### src/rtl/tile_readout_serializer.sv
// rtl/tile_readout_serializer.sv - sample FIFO draining into a start/8-data/stop serial line
module tile_readout_serializer #(
  parameter int DEPTH = 4,
  parameter int DIV   = 1
) (
  input  logic       clk,
  input  logic       rst_n,
  input  logic [7:0] tile_uo,
  input  logic       capture,
  input  logic       tx_en,
  input  logic       clr_ovf,
  output logic       ser_out,
  output logic       busy,
  output logic [3:0] count,
  output logic       overflow
);

  localparam int         PW       = (DEPTH > 1) ? $clog2(DEPTH) : 1;
  localparam logic [3:0] DIV_LAST = 4'(DIV - 1);
  localparam logic [3:0] FULL     = 4'(DEPTH);

  typedef enum logic [1:0] {IDLE, START, DATA, STOP} state_t;

  state_t        r_state;
  logic [7:0]    r_mem [DEPTH];
  logic [PW-1:0] r_wr_ptr;
  logic [PW-1:0] r_rd_ptr;
  logic [3:0]    r_count;
  logic [7:0]    r_shift;
  logic [2:0]    r_bit_idx;
  logic [3:0]    r_div_cnt;
  logic          r_ser;
  logic          r_ovf;

  logic w_full;
  logic w_pop;
  logic w_push;
  logic w_drop;
  logic w_tick;

  // A pop frees a slot on the same edge, so a capture at full is still accepted then.
  assign w_full = (r_count == FULL);
  assign w_pop  = (r_state == IDLE) && tx_en && (r_count != 4'd0);
  assign w_push = capture && (!w_full || w_pop);
  assign w_drop = capture && w_full && !w_pop;
  assign w_tick = (r_div_cnt == DIV_LAST);

  always_ff @(posedge clk) begin
    if (rst_n && w_push) begin
      r_mem[r_wr_ptr] <= tile_uo;
    end
  end

  always_ff @(posedge clk) begin
    if (!rst_n) begin
      r_wr_ptr <= '0;
      r_rd_ptr <= '0;
      r_count  <= '0;
      r_ovf    <= 1'b0;
    end else begin
      if (w_push) r_wr_ptr <= r_wr_ptr + PW'(1);
      if (w_pop)  r_rd_ptr <= r_rd_ptr + PW'(1);
      r_count <= r_count + {3'd0, w_push} - {3'd0, w_pop};
      if (w_drop) begin
        r_ovf <= 1'b1;
      end else if (clr_ovf) begin
        r_ovf <= 1'b0;
      end
    end
  end

  always_ff @(posedge clk) begin
    if (!rst_n) begin
      r_state   <= IDLE;
      r_ser     <= 1'b1;
      r_shift   <= '0;
      r_bit_idx <= '0;
      r_div_cnt <= '0;
    end else begin
      case (r_state)
        IDLE: begin
          r_ser     <= 1'b1;
          r_div_cnt <= '0;
          if (w_pop) begin
            r_state <= START;
            r_ser   <= 1'b0;
            r_shift <= r_mem[r_rd_ptr];
          end
        end
        START: begin
          if (w_tick) begin
            r_state   <= DATA;
            r_ser     <= r_shift[7];
            r_bit_idx <= 3'd7;
            r_div_cnt <= '0;
          end else begin
            r_div_cnt <= r_div_cnt + 4'd1;
          end
        end
        DATA: begin
          if (w_tick) begin
            r_div_cnt <= '0;
            if (r_bit_idx == 3'd0) begin
              r_state <= STOP;
              r_ser   <= 1'b1;
            end else begin
              r_bit_idx <= r_bit_idx - 3'd1;
              r_shift   <= {r_shift[6:0], 1'b0};
              r_ser     <= r_shift[6];
            end
          end else begin
            r_div_cnt <= r_div_cnt + 4'd1;
          end
        end
        STOP: begin
          if (w_tick) begin
            r_state   <= IDLE;
            r_div_cnt <= '0;
          end else begin
            r_div_cnt <= r_div_cnt + 4'd1;
          end
        end
        default: r_state <= IDLE;
      endcase
    end
  end

  assign ser_out  = r_ser;
  assign busy     = (r_state != IDLE);
  assign count    = r_count;
  assign overflow = r_ovf;

endmodule

### config.mk
export PLATFORM = sky130hd
export DESIGN_NAME = tile_readout_serializer
export DESIGN_NICKNAME = d
export VERILOG_FILES = /design/src/rtl/tile_readout_serializer.sv
export SDC_FILE = /design/constraint.sdc
export NUM_CORES = 1
export LEC_CHECK = 0
export CAP_MARGIN = 20
export CELL_PAD_IN_SITES_DETAIL_PLACEMENT = 1
export CELL_PAD_IN_SITES_GLOBAL_PLACEMENT = 1
export CORE_MARGIN = 2
export CORE_UTILIZATION = 47
export CTS_BUF_LIST = sky130_fd_sc_hd__clkbuf_8 sky130_fd_sc_hd__clkbuf_16
export CTS_CLUSTER_SIZE = 8
export DETAILED_ROUTE_END_ITERATION = 10
export PLACE_DENSITY_LB_ADDON = 0.08
export SYNTH_ARGS = -nofsm -noshare
export SYNTH_HDL_FRONTEND = slang
export SYNTH_SLANG_ARGS = --single-unit
### constraint.sdc
create_clock -name clk -period 3.3 [get_ports clk]
set_clock_uncertainty 0.1 [all_clocks]
set_input_delay 0.66 -clock clk [delete_from_list [all_inputs] [get_ports clk]]
set_output_delay 0.66 -clock clk [all_outputs]
set_load 0.01 [all_outputs]
[Word level (Yosys, flattened, before mapping)]
Memories as Yosys holds them, arrays and structs flattened. A register that Yosys moved wholly into a read port is not among the register bits.
Cells that the tools add are included.
Storage, ports and cells
  register bits after elaboration: 27
  memories kept: 1
  word-level logic and storage cells: 76
  output and inout bits: 7
  RAM bits: 32
Cells by class
  add/sub/neg operators: 6
  equal/unequal tests: 10
  reduce and logical (&&, ||, !) cells: 23
  mux-type cells: 27
Memory list
  r_mem: words 4, width 8, rd ports 1, clocked after memory_dff 1, write ports 1, line 25  | logic [7:0] r_mem [DEPTH];
Operator list (count)
  two-way mux 8 bit: 3
  case mux 8 bit (2 select lines): 1
  two-way mux 2 bit: 7
  != test 2 bit (second input constant): 6
  two-way mux 3 bit: 3
  two-way mux 1 bit: 8
  case mux 2 bit (4 select lines): 1
  case mux 4 bit (2 select lines): 1
  AND reduction 4 bit: 2
  nonzero test 2 bit: 4
  logical AND 1 bit: 6
  case mux 3 bit (2 select lines): 1
  AND reduction 5 bit: 1
  adder 2 x 1 -> 2 bit (second input constant): 2
  adder 4 x 1 -> 4 bit: 1
  adder 4 x 1 -> 4 bit (second input constant): 1
  equality test 2 bit (second input constant): 2
  equality test 4 x 3 -> 1 bit (second input constant): 1
  logical NOT 4 bit: 1
  two-way mux 4 bit: 1
  nonzero test 4 bit: 1
  subtractor 4 x 1 -> 4 bit: 1
  logical NOT 3 bit: 1
  case mux 1 bit (3 select lines): 1
  8 further kinds: 9

[Depth between registers and ports, before layout]
Gate-level depths: netlist of the first run.
  depth after elaboration: 8
  depth in mapped cells: 11
  gate-level depth less buffers: 11

[Worst setup path after synthesis of the first run]
Ideal clock, no wire load.
  path kind: register -> register
  start: register r_count[2], in the netlist count[2]
  end: register r_count[2], in the netlist count[2]
  buffers on the path: 0
  stages on the path, launching flop included: 12
  arrival time: 2.150 ns
  clock period less this slack: 2.377 ns
  setup slack: 0.923 ns
  library setup time: 0.128 ns
  cell sequence: dfxtp_1 > inv_1 > ha_1 > nand3b_1 > a31oi_1 > o21ai_0 > nand2_1 > ha_1 > inv_1 > fa_1 > xor2_1 > nor2_1
Between the ends
  word-level cells in the longest chain between the ends: 6
  elaborated cells between the ends (all ways): 8
  those cells by class: 2 x add/sub; 1 x eq/ne; 5 x reduce/logical
Ends and longest elaborated chain
  start, declared: line 28  | logic [3:0] r_count;
  start signal, assigned: line 63  | r_count <= r_count + {3'd0, w_push} - {3'd0, w_pop};
  equality test 4 x 3 -> 1 bit or nonzero test 4 bit (tied branches): line 42, 43
  logical NOT 1 bit or logical AND 1 bit (tied branches): line 44, 43
  logical OR 1 bit: line 44  | assign w_push = capture && (!w_full || w_pop);
  logical AND 1 bit: line 44
  adder 4 x 1 -> 4 bit: line 63
  subtractor 4 x 1 -> 4 bit (*): line 63
Every way passes the cells marked *; elsewhere a longest branch is shown, timed or not.
A chain may end at the register's enable or synchronous reset.

[Worst setup path in the final report of the first run]
  start: register r_state[0]
  end: output busy
Between the ends
  word-level cells in the longest chain between the ends: 1
Ends and longest elaborated chain
  start, declared: line 24  | state_t r_state;
  start signal, assigned: line 74  | r_state <= IDLE;
  start signal, assigned: line 85  | r_state <= START;
  start signal, assigned: line 92  | r_state <= DATA;
  nonzero test 2 bit: line 129  | assign busy = (r_state != IDLE);
  end, declared: line 13  | output logic busy,
Every way passes these cells.

==> impl_metrics.yaml, run 1 <==
setup_path:
  setup.worst_path.class: "flop to primary output"
  crit_path_start_kind: "flop"
  cp.required_ns: 2.54
  crit_path_max_fanout: 5
  critical_path_arrival_ns: 1.74
  crit_path_end_kind: "primary output"
timing:
  tns_ns: 0
  period_minus_slack_ns: 2.50
  worst_slack_ns: 0.801
  setup_viol: 0
  relSlewSlack: 0.570
  worst_pin_slew_ns: 0.643
  rsz0062_at_grt: "false"
  slew_violations: 0
  min_period_over_period: 0.757
  fmax_mhz: 400
  hold_viol: 0
synthesis:
  synth.avg_cell_area_um2: 12.4
  syn-num-nets: 251
  synth_seq_area_share: 0.567
  ys_types: 38
  netlist_area_um2: 2720
  syn_inst: 219
  ys_warn_count: 0
  ys_ff_latch: 61
route:
  via_per_inst: 5.38
  wl_per_cell_um: 17.7
  drc: 0
  firstDrtPassIters: 4
  drt-total-wl_um: 5670
  via_count: 1723
  final_antenna_net_count: 0
  drtIter0Drc: 36
clock_network:
  cts_resized: 0
  clk_latency_ns: 0.34
  root_buffer: "clkbuf_8"
  htree_levels: 3
  cts_tree: "yes"
  holdBufCountCts: 0
  cts_buffers: 9
  cts.reportedPaths.clkPinSlew_ns: 0.07
  clock-sinks: 61
  clk_path_buf_depth: 2
  post_cts_buffers: 0
floorplan:
  core_um2: 5540
  die_w_um: 80.0
  ios: 20
  start_util: 0.491
  fp.dieArea_um2: 6410
  rows: 27
  die_h_um: 80.0
final_layout:
  fin_nets: 275
  final_common_cell: "edfxtp_1"
  drive_above_1_share: 0.101
  antenna_cells: 0
  nFillCells: 599
  syn2layout_area_growth_pct: 15.8
  final_area_um2: 3150
  final_cell_mix: "edfxtp_1 (32), dfxtp_1 (29), inv_1 (19), clkdlybuf4s50_1 (19), ha_1 (18)"
global_routing:
  grt_pass1_vias: 1906
  grt.overflow.total: 0
  antenna_found_initial: 0
  grt_max_degree: 18
  grt_pass1_wl_um: 9230
  track_usage: 0.197
status:
  status: "completed"
pwr:
  cellLeakagePower_nw: 1.20
  p_per_area_nw_per_um2: 843
  ir_worst_vdd_mv: 0.433
flow_run:
  cap_violations: 0
place:
  port_buffers: 19
  dp_slack_ns: 0.494
  routabilityCongestion: 0.813
  dpl-instance-area_um2: 2970
  hpwl_um: 4070
worst_hold_path:
  hp-class: "flop to flop"
-- layer usage --
layer | global-route usage | part of all wire
met3 | 0.0543 | 0.023
met5 | 0 | 0
met1 | 0.237 | 0.45
met2 | 0.340 | 0.52
met4 | 0.0627 | 0.012
-- cell type report --
cell class | instances | area (µm²) | share of cell area
Sequential cell | 61 | 1540 | 0.490
Clock buffer | 9 | 124 | 0.0393
Tap cell | 72 | 90.1 | 0.0286
Timing Repair Buffer | 21 | 205 | 0.0652
Clock inverter | 7 | 50.0 | 0.0159
Inverter | 19 | 71.3 | 0.0227
Multi-Input combinational cell | 131 | 1070 | 0.339
-- logic make-up after synthesis --
| family | synth area share |
|---|---|
| AO/OA/AOI/OAI | 0.0741 |
| flip-flops | 0.567 |
| multiplexers | 0.103 |
| buffers and inverters | 0.0405 |
| AND/OR/NAND/NOR | 0.102 |
| adder cells (fa/ha/maj) | 0.0902 |
| XOR/XNOR | 0.0226 |
-- Yosys cell counts --
cell / instances / area share
nor3b_1: 3 / 0.0083
buf_2: 1 / 0.0018
a211o_1: 1 / 0.0032
buf_1: 1 / 0.0014
or3b_1: 1 / 0.0032
and3_1: 5 / 0.012
nand4_1: 1 / 0.0023
o21bai_1: 1 / 0.0028
nor2_1: 16 / 0.022
or4b_1: 1 / 0.0037
nand3_1: 1 / 0.0018
or3_2: 1 / 0.0028
mux2i_1: 10 / 0.037
fa_1: 1 / 0.0074
a21o_1: 1 / 0.0028
a21oi_1: 11 / 0.020
nand2_1: 8 / 0.011
edfxtp_1: 32 / 0.35
a31oi_1: 1 / 0.0023
nor2b_1: 1 / 0.0023
dfxtp_1: 29 / 0.21
nand3b_1: 1 / 0.0028
xor2_1: 2 / 0.0064
o31a_1: 1 / 0.0032
xnor2_1: 5 / 0.016
nand2b_1: 2 / 0.0046
buf_6: 1 / 0.0041
mux4_2: 8 / 0.066
o21a_1: 1 / 0.0028
o21ai_0: 12 / 0.022
inv_1: 19 / 0.026
and2_1: 1 / 0.0023
ha_1: 18 / 0.083
clkbuf_1: 5 / 0.0069
a211oi_1: 3 / 0.0083
a311oi_1: 2 / 0.0064
nor3_1: 4 / 0.0074
or3_1: 7 / 0.016
-- worst paths after layout --
kind,startpoint,endpoint,slack [ns],depth (start not counted)
max,r_state[0],busy,0.80,4
min,ser_out,ser_out,0.37,1
max reg2reg,count[2],count[2],0.80,10
min reg2reg,ser_out,ser_out,0.37,1
-- metrics by stage --
step                std cells   util  power (mW)  hold WS (ns)
floorplan                 219      -        1.80         0.330
global placement          304  0.537        2.01         0.341
detailed placement        304  0.537        2.09         0.354
CTS                       320  0.568        2.69         0.377
global route              320  0.568        2.85         0.407
finish                    320  0.568        2.65         0.369
-- where the power goes --
part	switching [mW]	total (mW)	internal, mW
clock network	0.314	0.588	0.274
logic	0.520	0.987	0.468
registers	0.130	1.08	0.950
total	0.963	2.65	1.69
-- critical path, cell delays in order (launching register included) --
cell and delay [ns]:
dfxtp_1 0.41, inv_1 0.11, ha_1 0.28, inv_1 0.08
clkdlybuf4s50_1 0.52
-- registers in the layout (all words and copies together) (netlist names), named ones only --
| name | cells |
|---|---|
| count | 4 |
| r_bit_idx | 3 |
| ser_out | 1 |
| r_rd_ptr | 2 |
| r_div_cnt | 4 |
| overflow | 1 |
| r_shift | 8 |
| r_wr_ptr | 2 |
| r_state | 2 |
| r_mem | 32 |
Note: power is estimated with default switching activity, not from simulation.
==> run 2: changes to the inputs <==
- CORE_UTILIZATION: 47 -> 42
- clock period: 3.3 -> 2.1 ns (I/O delays scaled with it)
==> impl_metrics.yaml, run 2 (synthesis results as in run 1) <==
status:
  status: "complete, but fails checks"
  violations: "setup timing"
final_layout:
  top_register: "r_mem"
  final_common_cell: "edfxtp_1"
  final_cell_mix: "edfxtp_1 (32), dfxtp_1 (25), buf_4 (23)"
  syn2layout_area_growth_pct: 29.7
  antenna_cells: 0
  largest_reg_flops: 32
  fin_nets: 302
  drive_above_1_share: 0.284
  largestRegisters: "r_mem x32, r_shift x8"
global_routing:
  grt_max_degree: 22
  antenna_found_initial: 0
  grt_pass1_wl_um: 9830
  grt_pass1_vias: 2092
  grt.overflow.total: 0
  track_usage: 0.180
floorplan:
  die_h_um: 84.4
  fp.dieArea_um2: 7130
  die_w_um: 84.4
  rows: 29
  core_um2: 6310
  start_util: 0.430
  ios: 20
timing:
  worst_pin_slew_ns: 0.519
  worst_hold_slack_ns: 0.369
  worst_slack_ns: -0.0447
  min_period_over_period: 1.02
  relSlewSlack: 0.654
  slew_violations: 0
  setup_viol: 2
  hold_viol: 0
  fmax_mhz: 466
  period_minus_slack_ns: 2.14
  rsz0062_at_grt: "true"
pwr:
  cellLeakagePower_nw: 1.37
  swShare: 0.358
  pwr-share-clk: 0.208
  comb_power_share: 0.446
  ir_worst_vdd_mv: 0.635
  p_sw_mw: 1.71
  pwr-share-seq: 0.346
  internal_power_mw: 3.07
  p_per_area_nw_per_um2: 1360
  power_mw: 4.78
setup_path:
  critical-path-top-delay-family: "adder cells"
  reg2regPathDepth: 11
  reg2reg_slack_ns: -0.04
  slowest_delay_ns: 0.37
  timing.rr.start: "count[3]"
  critPathLaunch: "count[3]"
  crit_path_max_fanout: 2
  cpMostUsedCell: "inv_2"
  crit_cells: 11
  crit_path_start_kind: "flop"
  r2r_end: "count[2]"
  crit_slowest_cell: "fa_2"
  critical_path_arrival_ns: 2.27
  critPathBufInv: 2
  path_cells: "inv_2, ha_4, nand3b_1, a31oi_4, o21ai_1, nand2_1, ha_2, inv_2, fa_2, xor2_2, nor2_1"
  cp-endpoint: "count[2]"
  setup.worst_path.class: "flop to flop"
  cp.required_ns: 2.22
  crit_path_end_kind: "flop"
clock_network:
  clk_latency_ns: 0.34
  htree_levels: 3
  cts.reportedPaths.clkPinSlew_ns: 0.07
  clock-sinks: 61
  clk_path_buf_depth: 2
  cts_buffers: 9
  cts_tree: "yes"
  holdBufCountCts: 0
  root_buffer: "clkbuf_8"
place:
  dp_slack_ns: -0.358
  hpwl_um: 4100
  port_buffers: 19
  routabilityCongestion: 0.708
route:
  drtIter0Drc: 70
  final_antenna_net_count: 0
  via_per_inst: 5.09
  drt-total-wl_um: 5820
  firstDrtPassIters: 4
  via_count: 1792
  wl_per_cell_um: 16.5
  drc: 0
flow_run:
  cap_violations: 0
worst_hold_path:
  hp-class: "flop to flop"
==> run 2: timing repair <==
item                                    in CTS  in global routing
endpoints found under the hold margin        0                  0
endpoints found under the setup margin       9                 10
resized for setup                           15                  7
buffers inserted                             5                  2
gates cloned                                 1                  0
pin swaps                                    3                  4
==> run 2: area by class of cell <==
type | instances | area (µm²)
clock buffer | 9 | 124
clock inverter | 7 | 65.1
fill | 648 | 2790
inverter | 19 | 71.3
multi-input combinational | 131 | 1160
sequential | 61 | 1550
tap | 77 | 96.3
timing repair buffer | 48 | 458
==> run 2: metal layers <==
metal  vias up  GRT usage  share of wire
met3         7     0.0354          0.017
li1        891          -              -
met4         0     0.0837          0.014
met1       876      0.213           0.44
met2        18      0.316           0.53
met5         -          0              0
==> run 2: per-stage QoR <==
step | util | TNS [ns] | std cells | area [µm²]
floorplan | - | 0 | 219 | 2750
global placement | 0.508 | -1.92 | 328 | 3210
detailed placement | 0.508 | -4.96 | 328 | 3210
CTS | 0.552 | -0.0135 | 350 | 3490
global route | 0.558 | -0.525 | 352 | 3520
finish | 0.558 | -0.0489 | 352 | 3520
==> run 2: worst min path at each step <==
stage / from / to / slack, ns / depth (start not counted)
2_1_floorplan: r_div_cnt[0] / r_div_cnt[0] / 0.33 / 1
3_3_place_gp: ser_out / ser_out / 0.35 / 1
3_5_place_dp: overflow / overflow / 0.37 / 2
4_1_cts: overflow / overflow / 0.38 / 2
5_1_grt: overflow / overflow / 0.40 / 2
6_report: overflow / overflow / 0.37 / 2
==> run 2: tightest hold or removal path, stage by stage, from the launching register on <==
cell,delay (ns)
dfxtp_1,0.31
nand2b_1,0.06
a21oi_1,0.05
==> run 2: power groups by stage <==
stage / combinational (mW) / clock [mW] / sequential (mW)
after floorplan: 1.23 / 0 / 1.65
after global placement: 1.78 / 0 / 1.65
after detailed placement: 1.89 / 0 / 1.68
after CTS: 2.03 / 1.03 / 1.65
after global routing: 2.38 / 1.08 / 1.69
final: 2.13 / 0.995 / 1.66
==> variant (flow settings as in run 2) <==
The parameter `DEPTH` goes from 4 to 8.
--- a/src/rtl/tile_readout_serializer.sv
+++ b/src/rtl/tile_readout_serializer.sv
@@ -1,5 +1,5 @@
 // rtl/tile_readout_serializer.sv - sample FIFO draining into a start/8-data/stop serial line
 module tile_readout_serializer #(
-  parameter int DEPTH = 4,
+  parameter int DEPTH = 8,
   parameter int DIV   = 1
 ) (
Behaviour: not the same (a bounded check fails within 10 cycles, from zero or initial values and one cycle with rst_n low).
==> variant against run 2 <==
  * The flow still finishes with violations (negative setup slack)
  * Cell count is 32% higher
  * Sequential cell count grew 35
  * Worst setup slack lost 0.059 ns
  * Wire length is 40% higher
  * Die area is 47% higher
  * Synthesized area grew 49%
  * Count of clock-buffer cells in the layout did not move
  * Hold slack worse by 0.0014 ns
  * Total power grew 23%
  * Design area increased by 40%
  * Non-clock buffer count grew 4
  * Critical path type unchanged
  * Critical endpoint is now count[1]
  * Largest power group is now sequential cells
==> variant: results (changes against run 2) <==
Cells after Synth=278 (+27%); Placed Cells=446 (+36%); DPL Wire Length=5590 µm (+37%); DR vias/cell=5.10 (+0.12%); Largest regs=r_mem (64), r_shift (8); Worst-path clk slew=0.10 ns (+0.03 ns); status=complete, but fails checks; first-pass GRT wire length=13000 µm (+33%); share of layout cells above drive strength 1=0.301 (+0.0170); synth top area cells=edfxtp_1 (47%), dfxtp_1 (16%), mux4_2 (8.9%); Worst Path Arrival=2.37 ns (+0.10 ns); cts repair resizes=8 (-7); H-tree Lvls=3 (unchanged); Leak Pwr=1.71 nW (+25%); Fill cells=929 (+43%); mean routed wirelength per cell=17.6 µm (+6.3%); Finish-stage setup viols=3 (+1); failing checks=negative setup slack; Worst Max-Slew Pin Slew=0.431 ns (-0.0879 ns); Largest stage delay, worst path=0.51 ns (+0.14 ns); pre-CTS setup slack=-0.279 ns (+0.0785 ns); postcts setup bufs=3 (-2); sum of negative setup slack=-0.222 ns (-0.173 ns); Seq/Total Area, Yosys=0.632 (+0.0647); DR vias=2370 (+32%); pin count of the biggest net entering global routing=19 (-14%); Final #Nets=361 (+20%); number of global-route vias before repair=2482 (+19%); Cell Int Power=3.88 mW (+26%); Netlist cell types=49 (+29%); Tot GR Track Use=0.173 (-0.00674); worst setup margin=-0.104 ns (-0.0594 ns); Synth top cells by count=edfxtp_1 (64), dfxtp_1 (32), inv_1 (24); Clock power frac=0.197 (-0.011); Max Fanout on Critical Path=3 (+1); CTS Buf Count=9 (unchanged)
[variant: metrics by stage]
stage / instance area (µm²) / power, mW
after global placement: 4640 / 4.63
after detailed placement: 4640 / 4.68
after CTS: 4880 / 5.89
final: 4940 / 5.86
after global routing: 4940 / 6.26
after floorplan: 4100 / 3.92
[variant: power groups by stage]
stage | sequential [mW] | combinational, mW | clock [mW]
finish | 2.42 | 2.28 | 1.16
global route | 2.45 | 2.55 | 1.26
CTS | 2.42 | 2.28 | 1.19
detailed placement | 2.46 | 2.22 | 0
global placement | 2.45 | 2.18 | 0
floorplan | 2.46 | 1.45 | 0
[variant: layer usage]
metal  up-vias  wire, µm  global-route usage
met5         -         0                   0
met4         0       101              0.0554
met3         6       224              0.0410
met2        27      3880               0.274
met1      1196      3960               0.240
li1       1141         -                   -
[variant: layout make-up]
cell class	instances	area [µm²]	area share
Sequential cell	96	2570	0.520
Multi-Input combinational cell	146	1460	0.295
Timing Repair Buffer	52	468	0.0948
Tap cell	129	161	0.0327
Clock buffer	9	124	0.0251
Inverter	26	97.6	0.0198
Clock inverter	7	61.3	0.0124
[variant: cell families after synthesis]
| family | Yosys count | synth area share |
|---|---|---|
| buffers and inverters | 36 | 0.0392 |
| AND/OR/NAND/NOR | 56 | 0.0784 |
| AO/OA/AOI/OAI | 44 | 0.0778 |
| multiplexers | 21 | 0.101 |
| flip-flops | 96 | 0.632 |
| XOR/XNOR | 8 | 0.0173 |
| adder cells (fa/ha/maj) | 17 | 0.0543 |
[variant: final timing paths]
kind | startpoint | to | slack (ns) | cells past startpoint
min reg2reg | r_div_cnt[0] | r_div_cnt[0] | 0.37 | 1
max reg2reg | count[3] | count[1] | -0.10 | 9
min | r_div_cnt[0] | r_div_cnt[0] | 0.37 | 1
max | count[3] | count[1] | -0.10 | 9
